<file path="src/rtl/adder_result_stage.sv">
// adder_result_stage
// Two-entry result FIFO behind a 6-bit ripple adder. Each accepted sum is
// stored together with its signed-overflow flag; the head entry is
// presented with zero/negative/overflow flags derived from the stored data.
// A saturating counter tracks how many overflowed results were accepted.
//
// Optional feature (macro ADDER_RESULT_SAT_EN): when defined, overflowed
// sums are clamped to the most positive / most negative 6-bit value
// instead of being stored wrapped.
//
// Ports
//   clk        sole clock, rising edge
//   rst        synchronous active-high reset
//   in_valid   upstream result valid
//   in_ready   stage can accept an entry this cycle
//   in_sum     6-bit sum from the adder
//   in_x_msb   bit 5 of operand x
//   in_y_msb   bit 5 of operand y
//   out_valid  head entry available
//   out_ready  downstream accepts the head entry
//   out_data   head entry result (0 when empty)
//   out_zero   head entry equals zero
//   out_neg    head entry is negative
//   out_ovf    head entry overflowed
//   ovf_count  overflowed entries accepted since reset, saturates at 15
//   level      current occupancy 0..2
//
// state | meaning
// EMPTY | no entries stored
// ONE   | one entry stored, head valid
// FULL  | two entries stored, no push accepted
module adder_result_stage (
    input  logic       clk,
    input  logic       rst,
    input  logic       in_valid,
    output logic       in_ready,
    input  logic [5:0] in_sum,
    input  logic       in_x_msb,
    input  logic       in_y_msb,
    output logic       out_valid,
    input  logic       out_ready,
    output logic [5:0] out_data,
    output logic       out_zero,
    output logic       out_neg,
    output logic       out_ovf,
    output logic [3:0] ovf_count,
    output logic [1:0] level
);

    typedef enum logic [1:0] {
        EMPTY = 2'd0,
        ONE   = 2'd1,
        FULL  = 2'd2
    } state_t;

    state_t     state;
    state_t     state_next;

    logic [5:0] data_mem [2];
    logic       ovf_mem  [2];
    logic       wr_ptr;
    logic       rd_ptr;

    logic       push;
    logic       pop;
    logic       push_ovf;
    logic [5:0] push_data;
    logic [5:0] head_data;

    // Same-sign operands producing a result of the other sign.
    assign push_ovf = (in_x_msb == in_y_msb) && (in_sum[5] != in_x_msb);

`ifdef ADDER_RESULT_SAT_EN
    always_comb begin
        push_data = in_sum;
        if (push_ovf) begin
            push_data = in_x_msb ? 6'b100000 : 6'b011111;
        end
    end
`else
    assign push_data = in_sum;
`endif

    assign push = in_valid && in_ready;
    assign pop  = out_valid && out_ready;

    always_ff @(posedge clk) begin
        if (rst) begin
            state <= EMPTY;
        end else begin
            state <= state_next;
        end
    end

    always_comb begin
        state_next = state;
        in_ready   = 1'b1;
        out_valid  = 1'b0;
        level      = 2'd0;
        case (state)
            EMPTY: begin
                if (push) state_next = ONE;
            end
            ONE: begin
                out_valid = 1'b1;
                level     = 2'd1;
                if (push && !pop)      state_next = FULL;
                else if (pop && !push) state_next = EMPTY;
            end
            FULL: begin
                in_ready  = 1'b0;
                out_valid = 1'b1;
                level     = 2'd2;
                if (pop) state_next = ONE;
            end
            default: begin
                state_next = EMPTY;
            end
        endcase
    end

    always_ff @(posedge clk) begin
        if (rst) begin
            wr_ptr      <= 1'b0;
            rd_ptr      <= 1'b0;
            ovf_count   <= 4'd0;
            data_mem[0] <= 6'd0;
            data_mem[1] <= 6'd0;
            ovf_mem[0]  <= 1'b0;
            ovf_mem[1]  <= 1'b0;
        end else begin
            if (push) begin
                data_mem[wr_ptr] <= push_data;
                ovf_mem[wr_ptr]  <= push_ovf;
                wr_ptr           <= ~wr_ptr;
                if (push_ovf && (ovf_count != 4'd15)) begin
                    ovf_count <= ovf_count + 4'd1;
                end
            end
            if (pop) begin
                rd_ptr <= ~rd_ptr;
            end
        end
    end

    // Head is forced to zero while empty so stale entries never show.
    assign head_data = out_valid ? data_mem[rd_ptr] : 6'd0;
    assign out_data  = head_data;
    assign out_zero  = out_valid && (head_data == 6'd0);
    assign out_neg   = out_valid && head_data[5];
    assign out_ovf   = out_valid && ovf_mem[rd_ptr];

endmodule

</file>
<file path="config.mk">
export PLATFORM = sky130hd
export DESIGN_NAME = adder_result_stage
export DESIGN_NICKNAME = d
export VERILOG_FILES = /design/src/rtl/adder_result_stage.sv
export SDC_FILE = /design/constraint.sdc
export NUM_CORES = 1
export LEC_CHECK = 0
export CELL_PAD_IN_SITES_DETAIL_PLACEMENT = 0
export CELL_PAD_IN_SITES_GLOBAL_PLACEMENT = 1
export CORE_MARGIN = 3
export CORE_UTILIZATION = 34
export CTS_CLUSTER_SIZE = 12
export DETAILED_ROUTE_END_ITERATION = 10
export GPL_TIMING_DRIVEN = 0
export PLACE_DENSITY = 0.78
export SYNTH_ARGS = -nofsm -noshare
export SYNTH_HDL_FRONTEND = slang
export SYNTH_SLANG_ARGS = --single-unit
</file>
<file path="constraint.sdc">
create_clock -name clk -period 1.9 [get_ports clk]
set_clock_uncertainty 0.1 [all_clocks]
set_input_delay 0.19 -clock clk [delete_from_list [all_inputs] [get_ports clk]]
set_output_delay 0.19 -clock clk [all_outputs]
set_load 0.03 [all_outputs]
</file>
# Word-level counts from Yosys, hierarchy flattened
# Memories as Yosys holds them, arrays and structs flattened. A register that Yosys moved wholly into a read port is not among the register bits.
# Cells that the tools add are included.
# op_classes
n_addsub	1
eq_ne	8
n_mux	24
bitwise	2
n_reduce_logical	18
# op_table
op	count
$mux 1	16
$mux 6	2
$logic_and 1x1->1	9
$mux 2	4
$logic_not 6->1	1
$pmux 2 s3	1
$reduce_or 6->1	1
$add 4x1->4 const B	1
$ne 2x2->1 const B	2
$ne 4x4->1 const B	1
$pmux 2 s2	1
$ne 3x3->1 const B	1
$reduce_and 3->1	1
$eq 2x1->1 const B	1
$eq 2x2->1 const B	1
$logic_not 1->1	2
$logic_not 2->1	1
$not 1->1	2
$reduce_and 2->1	1
$reduce_or 2->1	1
$eq 1x1->1	1
$ne 1x1->1	1
$reduce_or 1->1	1
# totals
regBits	8
ramBits	14
in_bits	12
out_inout_bits	17
wordCells	59
memories	2
# mem_list
name	words	width	rd	rd_ports_with_merged_regs	wr	line	rtl
data_mem	2	6	1	1	2	59	logic [5:0] data_mem [2];
ovf_mem	2	1	1	1	2	60	logic ovf_mem [2];

# Longest topological paths before layout
# depth
word_depth	8
ltp_mapped	8
ltp_nobuf	8

# Worst setup path before layout
# Ideal clock, no wire load.
# synth_timing
path_kind	register to output
startpoint	reg state[0]
endpoint	out out_zero
arrival_ns	2.343
required_time_ns	1.610
path_slack_ns	-0.733
stages_incl_launch_ff	6
cell_sequence	dfxtp_1 inv_1 ha_1 nor2b_1 nor2_1 nor4b_1
# synth_between
elab_chain_len	6
word_cells_on_any_way	7
cone_classes	eq/ne (2); mux (2); reduce/logical (3)
# synth_rtl
element	line	rtl
start, declared	56	state_t state;
start signal, assigned	91	state <= state_next;
$eq 2x2->1 / $eq 2x1->1 (equally long branches)	100	case (state)
$reduce_or 2->1 (no source line) (*)	-	
$mux 1 (*)	100	
net out_valid	40	output logic out_valid,
$mux 6 (*)	147	assign head_data = out_valid ? data_mem[rd_ptr] : 6'd0;
net out_data[2]	42	output logic [5:0] out_data,
$logic_not 6->1 (*)	149	assign out_zero = out_valid && (head_data == 6'd0);
$logic_and 1x1->1 (*)	149	
end, declared	43	output logic out_zero,
# The timed path passes the listed nets; every way through them passes the cells marked *.

# Worst setup path after layout
# layout_timing
startpoint	reg state[0]
endpoint	out out_zero
# layout_between
elab_chain_len	6
word_cells_on_any_way	7
cone_classes	eq/ne (2); mux (2); reduce/logical (3)
# layout_rtl
element	line
$eq 2x2->1 / $eq 2x1->1 (equally long branches)	100
$reduce_or 2->1 (no source line) (*)	-
$mux 1 (*)	100
$mux 6	147
$logic_not 6->1	149
$logic_and 1x1->1 (*)	149
# Every way passes the cells marked *; elsewhere a longest branch is shown, timed or not.

==> key figures <==
Yosys
  – Avg Inst Size Synth: 11.4 um^2
  – Synth Register Bits: 23
  – Adder-Cell Fraction of Synth Area: 7.22%
  – Seq/Total Area, Yosys: about 50%
  – Largest family of logic cells by synthesized area: simple AND/OR/NAND/NOR gates
  – Syn Nets: 125
  – Number of warnings printed during yosys synthesis: 0
  – Simple-Gate Fraction of Synth Area: 23.9%
  – Synth Area in XOR/XNOR: around 2.2%
  – Synthesized area: 1210 um^2
  – Post-synthesis mux area share: 6.60%
  – Cells after Synth: 106
  – Compound-cell area share of the yosys netlist: 7.95%
  – Distinct cells, synth: 34

Finish
  – Fillers: 300
  – Synth-to-layout area growth: 46.3%
  – Commonest cells after routing, fill and taps aside: 16 x clkdlybuf4s50_1, 14 x edfxtp_1, 10 x and2_1, 10 x buf_4, 7 x nor2_1
  – Layout cells sized above 1: roughly 39%
  – Fin area: 1770 um^2
  – Final core occ: 52.3%
  – Diodes inserted: 0
  – Final nets: around 170
  – Post-Layout Cell Count: 192
  – Most common cell after layout, fill and taps aside: clkdlybuf4s50_1

Floorplan
  – Die ar.: 4320 um^2
  – Die H: between 60 and 70 um
  – I/O pin total: 29
  – CORE AREA: 3390 um^2
  – # rows: 21
  – Initial Utilization: 35.8%
  – Width of the die: 65.7 um

Power and ir drop
  – PwrDens: slightly above 1000 nW/um^2
  – Lkg Pwr: 0.696 nW
  – Peak VDD IR: 0.281 mV

STA
  – Max Slew Vio Count: 0
  – Final setup margin: -38.9 ps
  – Worst-margin pin slew: roughly 480 ps
  – Final Hold Fails: 0
  – Fin crit share: 102%
  – Slew headroom: just under 70%
  – Crit path time final: between 1500 and 2000 ps
  – Final setup TNS: -38.9 ps
  – Fmax: 516 MHz
  – Unrepaired setup endpoints after global routing: true
  – # setup viols final: 1

Placed design
  – DP Area: between 1500 and 2000 um^2
  – Port buffer count: 28
  – Placed Cells: 180
  – Dpl ws: -330 ps
  – GP Congestion: 0.793
  – Detail Placement HPWL: 1.77 mm

Detailed routing
  – Drt total wl: ~2.5 mm
  – Drt first-iter violations: 21
  – Number of vias per cell: 4.74
  – DR pass1 iterations: 4
  – Vias: 910
  – ANT nets after route: 0
  – WL/cell: roughly 13 um
  – Drc violations: 0

Worst hold path
  – Min-delay worst type: register to register
  – Hold path startpoint: rd_ptr

GRT
  – Vias in the first global route: 947
  – GRT Util Overall: 12.6%
  – Global route overflow: 0
  – Initial antenna violation count: 0
  – Largest net degree at the start of global routing: 14
  – Global-route wire length before repair: 4.19 mm

Worst setup path
  – Critical path required time: approximately 1600 ps
  – CP startpoint: state[0]
  – CP startpoint kind: register
  – Worst setup EP type: primary output
  – FF-to-FF Start: state[1]
  – Max FO, Critical Path: 8
  – Critical path class: register to primary output
  – Critical Path AT: 1650 ps

Clock tree
  – Worst-path clk slew: around 130 ps
  – Htree depth: 1
  – Cts bufs inserted: 3
  – Worst-Skew Late Latency: 300 ps
  – CTS tree: done
  – Clock root cell: clkbuf_4
  – Sinks on Clock Net: 23
  – Clock buffer depth: 2
  – Hold-fix buffers, CTS: 0

Outcome
  – Failing checks: setup timing
  – Status: finished with violations

Flow run
  – Max-Cap Viols: 0
-- final timing paths --
path | to | slack, ps | cells past startpoint
max | out_zero | -40 | 5
min | register | 450 | 2
max reg2reg | data_mem[1][5] | 70 | 6
min reg2reg | register | 450 | 2
-- worst max-delay path, cell delays in order (launching register included) --
cell     delay (ps)
dfxtp_2         390
inv_4            60
ha_4            270
nor2b_2         180
nor4b_4         280
buf_6           170
-- flip-flops by register name (all words and copies together), names as in the netlist, named ones only --
signal,cells
ovf_count,4
wr_ptr,1
ovf_mem,2
data_mem,12
state,2
rd_ptr,1
-- through the flow --
stage / hold slack, ps / power [W]
floorplan: 192 / 0.00116
global placement: 387 / 0.00138
detailed placement: 408 / 0.00140
CTS: 447 / 0.00163
global route: 430 / 0.00189
finish: 445 / 0.00178
-- kinds of logic (layout without fill, tap and decap cells) --
family | Yosys count | after routing
fa+ha+maj | 7 | 7
buf+inv | 7 | 47
flops | 23 | 23
simple gates | 47 | 47
mux | 8 | 8
xor+xnor | 3 | 3
compound gates | 11 | 11
-- routing by layer --
layer | wire length [um] | share of wire, % | track usage [%] | vias to the layer above
li1 | - | - | - | 452
met3 | 89 | 3.5 | 2.22 | 2
met1 | 1140 | 45 | 14.7 | 440
met5 | 0 | 0 | 0 | -
met4 | 14 | 0.55 | 4.66 | 0
met2 | 1290 | 51 | 22.8 | 16
-- timing repair --
action,in CTS,in global routing
resized for setup,63,19
hold endpoints to repair,0,0
setup buffers,2,6
endpoints found under the setup margin,36,21
pin swaps,1,3
-- Yosys cell counts, drive strengths merged --
master | n | area, um^2
and2 | 15 | 101
edfxtp | 14 | 420
nor2b | 10 | 62.6
dfxtp | 9 | 180
mux2i | 8 | 80.1
ha | 7 | 87.6
nor2 | 7 | 26.3
inv | 4 | 15.0
nand2 | 4 | 15.0
a211o | 2 | 17.5
a311oi | 2 | 30.0
a31oi | 2 | 12.5
buf | 2 | 12.5
nand3 | 2 | 10.0
nor3b | 2 | 25.0
or2 | 2 | 15.0
xor2 | 2 | 17.5
and3 | 1 | 6.26
and3b | 1 | 8.76
clkbuf | 1 | 3.75
nand2b | 1 | 6.26
nor3 | 1 | 5.00
nor4b | 1 | 8.76
o211ai | 1 | 7.51
o21ai | 1 | 5.00
o21bai | 1 | 7.51
o31ai | 1 | 7.51
o41ai | 1 | 8.76
xnor2 | 1 | 8.76
-- layout make-up --
cell class | instances | area, um^2 | area share, %
plain buffers | 3 | 31.3 | 1.76
clock buffers | 3 | 22.5 | 1.27
clock inverters | 1 | 5.00 | 0.282
inverters | 4 | 20.0 | 1.13
multi-input cells | 76 | 723 | 40.8
flip-flops and latches | 23 | 607 | 34.2
well taps | 46 | 57.6 | 3.24
repair buffers | 36 | 308 | 17.3
-- power breakdown --
part / switching (W) / leakage [nW] / internal (W) / total (W)
Combinational: 0.000468 / 0.455 / 0.000441 / 0.000909
Sequential: 0.0000495 / 0.224 / 0.000601 / 0.000650
Clock: 0.000147 / 0.0177 / 0.0000784 / 0.000225
No activity file was read; power rests on OpenSTA's default activity.
